[src/rtl/pe_seq_ctrl.sv]
// rtl/pe_seq_ctrl.sv - PE sequencer: LOAD, COMPUTE/TRANSMIT/SHIFT iterations, OUTPUT.
// Define PE_SEQ_PERF_EN to add the stall_cnt and job_cycles performance counters.
module pe_seq_ctrl #(
    parameter int LOAD_NUM      = 32,
    parameter int INST_NUM      = 64,
    parameter int TX_NUM        = 4,
    parameter int REG_NUM       = 16,
    parameter int OUT_NUM       = 4,
    parameter int ITER_W        = 7,
    parameter int IM_ADDR_WIDTH = 6
) (
    input  logic                     clk,
    input  logic                     rst,
    input  logic                     din_pe_v,
    input  logic [ITER_W-1:0]        iter_num,
    input  logic                     abort,
    input  logic                     tx_rdy,
    input  logic                     out_rdy,
    output logic                     load_v,
    output logic                     cmpt_v,
    output logic [IM_ADDR_WIDTH-1:0] inst_addr,
    output logic                     tx_v,
    output logic                     shift_v,
    output logic                     output_v,
    output logic [ITER_W-1:0]        iter_idx,
    output logic                     last_iter,
    output logic                     busy,
`ifdef PE_SEQ_PERF_EN
    output logic [15:0]              stall_cnt,
    output logic [15:0]              job_cycles,
`endif
    output logic                     done
);

    localparam logic [2:0] S_IDLE     = 3'd0;
    localparam logic [2:0] S_LOAD     = 3'd1;
    localparam logic [2:0] S_COMPUTE  = 3'd2;
    localparam logic [2:0] S_TRANSMIT = 3'd3;
    localparam logic [2:0] S_SHIFT    = 3'd4;
    localparam logic [2:0] S_OUTPUT   = 3'd5;

    localparam int MAX_A   = (LOAD_NUM > INST_NUM) ? LOAD_NUM : INST_NUM;
    localparam int MAX_B   = (TX_NUM > REG_NUM) ? TX_NUM : REG_NUM;
    localparam int MAX_C   = (MAX_A > MAX_B) ? MAX_A : MAX_B;
    localparam int MAX_NUM = (MAX_C > OUT_NUM) ? MAX_C : OUT_NUM;
    localparam int CNT_W   = $clog2(MAX_NUM + 1);

    localparam logic [CNT_W-1:0] LOAD_LAST = CNT_W'(LOAD_NUM - 1);
    localparam logic [CNT_W-1:0] INST_LAST = CNT_W'(INST_NUM - 1);
    localparam logic [CNT_W-1:0] TX_LAST   = CNT_W'(TX_NUM - 1);
    localparam logic [CNT_W-1:0] REG_LAST  = CNT_W'(REG_NUM - 1);
    localparam logic [CNT_W-1:0] OUT_LAST  = CNT_W'(OUT_NUM - 1);

    logic [2:0]               state;
    logic [CNT_W-1:0]         cnt;
    logic [IM_ADDR_WIDTH-1:0] addr_q;
    logic [ITER_W-1:0]        iter_idx_q;
    logic [ITER_W-1:0]        iter_cnt;
    logic                     done_q;
    logic                     start;

    assign start = (state == S_IDLE) && din_pe_v && !abort;

    assign load_v    = (state == S_LOAD);
    assign cmpt_v    = (state == S_COMPUTE);
    assign tx_v      = (state == S_TRANSMIT);
    assign shift_v   = (state == S_SHIFT);
    assign output_v  = (state == S_OUTPUT);
    assign busy      = (state != S_IDLE);
    assign inst_addr = addr_q;
    assign iter_idx  = iter_idx_q;
    assign done      = done_q;
    // Gated by busy so the reset value of iter_cnt (1) does not flag IDLE as a last iteration.
    assign last_iter = busy && (iter_idx_q == (iter_cnt - ITER_W'(1)));

    always_ff @(posedge clk) begin
        if (rst) begin
            state      <= S_IDLE;
            cnt        <= '0;
            addr_q     <= '0;
            iter_idx_q <= '0;
            iter_cnt   <= ITER_W'(1);
            done_q     <= 1'b0;
        end else begin
            done_q <= 1'b0;
            if (abort && state != S_IDLE) begin
                state      <= S_IDLE;
                cnt        <= '0;
                addr_q     <= '0;
                iter_idx_q <= '0;
            end else begin
                case (state)
                    S_IDLE: begin
                        iter_idx_q <= '0;
                        if (start) begin
                            iter_cnt <= (iter_num == '0) ? ITER_W'(1) : iter_num;
                            cnt      <= '0;
                            state    <= S_LOAD;
                        end
                    end
                    S_LOAD: begin
                        if (cnt == LOAD_LAST) begin
                            cnt    <= '0;
                            addr_q <= '0;
                            state  <= S_COMPUTE;
                        end else begin
                            cnt <= cnt + CNT_W'(1);
                        end
                    end
                    S_COMPUTE: begin
                        if (cnt == INST_LAST) begin
                            cnt    <= '0;
                            addr_q <= '0;
                            state  <= last_iter ? S_OUTPUT : S_TRANSMIT;
                        end else begin
                            cnt    <= cnt + CNT_W'(1);
                            addr_q <= addr_q + IM_ADDR_WIDTH'(1);
                        end
                    end
                    S_TRANSMIT: begin
                        if (tx_rdy) begin
                            if (cnt == TX_LAST) begin
                                cnt   <= '0;
                                state <= S_SHIFT;
                            end else begin
                                cnt <= cnt + CNT_W'(1);
                            end
                        end
                    end
                    S_SHIFT: begin
                        if (cnt == REG_LAST) begin
                            cnt        <= '0;
                            addr_q     <= '0;
                            iter_idx_q <= iter_idx_q + ITER_W'(1);
                            state      <= S_COMPUTE;
                        end else begin
                            cnt <= cnt + CNT_W'(1);
                        end
                    end
                    S_OUTPUT: begin
                        if (out_rdy) begin
                            if (cnt == OUT_LAST) begin
                                cnt        <= '0;
                                iter_idx_q <= '0;
                                done_q     <= 1'b1;
                                state      <= S_IDLE;
                            end else begin
                                cnt <= cnt + CNT_W'(1);
                            end
                        end
                    end
                    default: begin
                        state <= S_IDLE;
                        cnt   <= '0;
                    end
                endcase
            end
        end
    end

`ifdef PE_SEQ_PERF_EN
    logic [15:0] run_cnt;
    logic        stall_now;

    assign stall_now = (tx_v && !tx_rdy) || (output_v && !out_rdy);

    always_ff @(posedge clk) begin
        if (rst) begin
            stall_cnt  <= '0;
            job_cycles <= '0;
            run_cnt    <= '0;
        end else begin
            if (start) begin
                stall_cnt <= '0;
                run_cnt   <= '0;
            end else if (busy) begin
                if (run_cnt != 16'hFFFF) run_cnt <= run_cnt + 16'd1;
                if (stall_now && stall_cnt != 16'hFFFF) stall_cnt <= stall_cnt + 16'd1;
            end
            // done rises in the first IDLE cycle, so run_cnt already holds the full job length.
            if (done_q) job_cycles <= run_cnt;
        end
    end
`endif

endmodule

[config.mk]
export PLATFORM = sky130hd
export DESIGN_NAME = pe_seq_ctrl
export DESIGN_NICKNAME = d
export VERILOG_FILES = /design/src/rtl/pe_seq_ctrl.sv
export SDC_FILE = /design/constraint.sdc
export NUM_CORES = 1
export LEC_CHECK = 0
export BUFFER_PORTS_ARGS = -buffer_cell sky130_fd_sc_hd__buf_4
export CAP_MARGIN = 20
export CORE_ASPECT_RATIO = 1.5
export CORE_UTILIZATION = 25
export DETAILED_ROUTE_END_ITERATION = 6
export GPL_TIMING_DRIVEN = 0
export SKIP_CTS_REPAIR_TIMING = 1
export SLEW_MARGIN = 20
export SYNTH_ARGS = -nofsm -noshare
export SYNTH_HDL_FRONTEND = slang
export SYNTH_SLANG_ARGS = --single-unit
[constraint.sdc]
create_clock -name clk -period 2.1 [get_ports clk]
set_input_delay 0.105 -clock clk [delete_from_list [all_inputs] [get_ports clk]]
set_output_delay 0.105 -clock clk [all_outputs]
set_load 0.1 [all_outputs]
==> results.py <==
metrics = {
    "run_status": {
        "status": "complete, no violations",
    },
    "route": {
        "wl_per_cell_um": 14.58,
        "vias": 1990,
        "drtIter0Drc": 80,
        "viasPerCell": 5.169,
        "postRouteWirelength_mm": 5.612,
        "ant_nets": 0,
        "drtPass1Iterations": 5,
        "drc": 0,
    },
    "synth": {
        "synthesis.nets": 257,
        "synth_top_area_share_pct": 32.38,
        "syn_avg_cell_area_um2": 7.987,
        "synth.distinct_cells": 47,
        "ys_warn_count": 0,
        "synth_area_leaders": "dfxtp_1, a21oi_1, xnor2_1",
        "postSynth.asyncResetShare_pct": 0,
        "synth_edf_count": 0,
        "synth_seq_area_share_pct": 32.38,
        "ys_seq_elements": 31,
        "synth_area_um2": 1917,
        "synth_area_leader_cell": "dfxtp_1",
        "netlist_instances": 240,
        "synth_ff_type": "dfxtp_1",
    },
    "die": {
        "num_rows": 38,
        "ioPinCount": 34,
        "dieWidth_um": 73.50,
        "die_area_um2": 8029,
        "core_um2": 7322,
        "initial_utilization_pct": 26.18,
        "die_h_um": 109.2,
    },
    "cells_and_area": {
        "fin_area_um2": 2681,
        "diodes": 0,
        "nets": 301,
        "drive_gt1_share_pct": 34.04,
        "final_common_cell": "buf_4",
        "most-common-layout-cells": "buf_4, dfxtp_1, nand2_1, a21oi_1, nor2_1",
        "utilization_pct": 36.62,
        "syn_to_final_growth_pct": 39.88,
    },
    "sta": {
        "rsz0062_at_grt": "true",
        "maxSlewViolCount": 0,
        "hold_viol": 0,
        "slew_headroom_pct": 66.66,
        "setup_violations": 0,
        "worstMarginPinSlew_ns": 0.5001,
        "fin_crit_ns": 2.084,
        "skew_ns": 0.004833,
        "setup_tns_ns": 0,
        "fin_crit_sh_pct": 99.24,
        "fin_hold_ws_ns": 0.05204,
        "maxClockFrequency_ghz": 0.4799,
    },
    "clock_network": {
        "cts_buffers": 5,
        "cts_tree": "built",
        "cts.clk_slew.worst_paths_ns": 0.07,
        "cts_buffer_depth": 2,
        "worstSkewPairLatency_ns": 0.29,
        "clockRootBuffer": "clkbuf_8",
        "cts.sinks": 31,
        "htree_num_levels": 2,
    },
    "grt": {
        "grt_pass1_vias": 1877,
        "grt_pass1_wl_mm": 8.576,
        "grt_max_degree": 11,
        "grt-ovfl-total": 0,
        "antenna_found_initial": 0,
        "grt_usage_pct": 13.85,
    },
    "flow_run": {
        "max-cap-violations": 0,
    },
    "setup_path": {
        "crit_chain": "xnor2_1 -> xnor2_1 -> o31ai_1 -> and4_4 -> buf_12",
        "cpMostUsedCell": "xnor2_1",
        "cp.required_ns": 2.00,
        "worstPathArrival_ns": 1.98,
        "critPathMaxStageDelay_ns": 0.41,
        "crit_family": "XOR/XNOR gates",
        "end_kind": "output port",
        "path_max_fanout": 4,
        "start_kind": "flop",
        "worst_path_max_delay_cell": "o31ai_1",
        "cp_num_buf_inv": 1,
        "crit_type": "flop to output port",
    },
    "power": {
        "cellLeakagePower_nw": 0.9728,
        "ir_drop_mv": 0.2423,
        "powerDensity_nw_per_um2": 552.7,
        "finalPower_w": 0.001482,
    },
    "placement": {
        "place_area_um2": 2379,
        "gp_congestion": 0.8732,
        "io_buffers": 32,
        "dp_hpwl_mm": 4.130,
    },
    "hold_path": {
        "hp-class": "input port to flop",
    },
}
==> cell type report <==
| class | count | area, um2 |
|---|---|---|
| Fill cell | 794 | 4641 |
| Sequential cell | 31 | 643.1 |
| Clock buffer | 6 | 72.57 |
| Buffer | 10 | 77.57 |
| Clock inverter | 2 | 12.51 |
| Timing Repair Buffer | 39 | 305.3 |
| Inverter | 11 | 48.80 |
| Multi-Input combinational cell | 186 | 1396 |
| Tap cell | 100 | 125.1 |
==> power breakdown <==
group | internal [W] | switching [W] | total, W
registers | 0.000601 | 0.0000247 | 0.000626
logic | 0.000147 | 0.000238 | 0.000386
clock network | 0.000231 | 0.000239 | 0.000470
total | 0.000980 | 0.000502 | 0.00148
==> registers in the layout (all words and copies together), names as in the netlist <==
name	flops
iter_idx	7
state	3
done	1
iter_cnt	7
cnt	7
inst_addr	6
==> worst paths after layout <==
| path | start | cells after the start | slack [ns] | endpoint |
|---|---|---|---|---|
| max | iter_cnt[3]$_SDFFE_PP0P_ | 5 | 0.02 | last_iter |
| min | iter_num[6] | 3 | 0.05 | iter_cnt[6]$_SDFFE_PP0P_ |
| max reg2reg | cnt[1]$_SDFFE_PP0P_ | 6 | 0.02 | state[1]$_SDFFE_PP0P_ |
| min reg2reg | inst_addr[5]$_SDFFE_PP0P_ | 2 | 0.49 | inst_addr[5]$_SDFFE_PP0P_ |
==> metal layers <==
| metal | global-route usage [%] | wire length [um] |
|---|---|---|
| met1 | 14.63 | 2294 |
| met2 | 25.75 | 2954 |
| met3 | 2.403 | 176 |
| met4 | 6.731 | 187 |
| met5 | 0 | 0 |
==> worst min-delay path, delay by kind of cell <==
kind,cells,cell delay (ns)
buffers and inverters,1,0.08
AND/OR/NAND/NOR,1,0.07
multiplexers,1,0.05
==> metrics by stage <==
| step | std cells | setup WS, ns |
|---|---|---|
| finish | 385 | 0.01604 |
| global route | 385 | -0.04974 |
| CTS | 380 | -0.2872 |
| detailed placement | 372 | -0.2121 |
| global placement | 372 | -0.1799 |
| floorplan | 240 | -0.02962 |
==> synthesized netlist by cell type, drive strengths merged (5+ instances only) <==
| cell | n |
|---|---|
| mux2i | 8 |
| a21oi | 18 |
| nand3 | 13 |
| nor2 | 16 |
| inv | 11 |
| or3 | 8 |
| or4 | 9 |
| o21ai | 19 |
| clkbuf | 8 |
| dfxtp | 31 |
| nor3 | 6 |
| nand2 | 16 |
| nor3b | 5 |
| o31ai | 7 |
| xnor2 | 10 |
==> cell families (layout without fill, tap and decap cells) <==
family,Yosys count,in the layout,synth area share [%]
xor gates and xnor gates,12,12,5.483
buffers and inverters,23,68,5.418
adders and majority gates,4,4,2.611
muxes,8,8,4.178
DFF,31,31,32.38
AOI/OAI and AO/OA,65,65,20.89
and+or+nand+nor,97,97,29.05
Note: power is estimated with default switching activity, not from simulation.
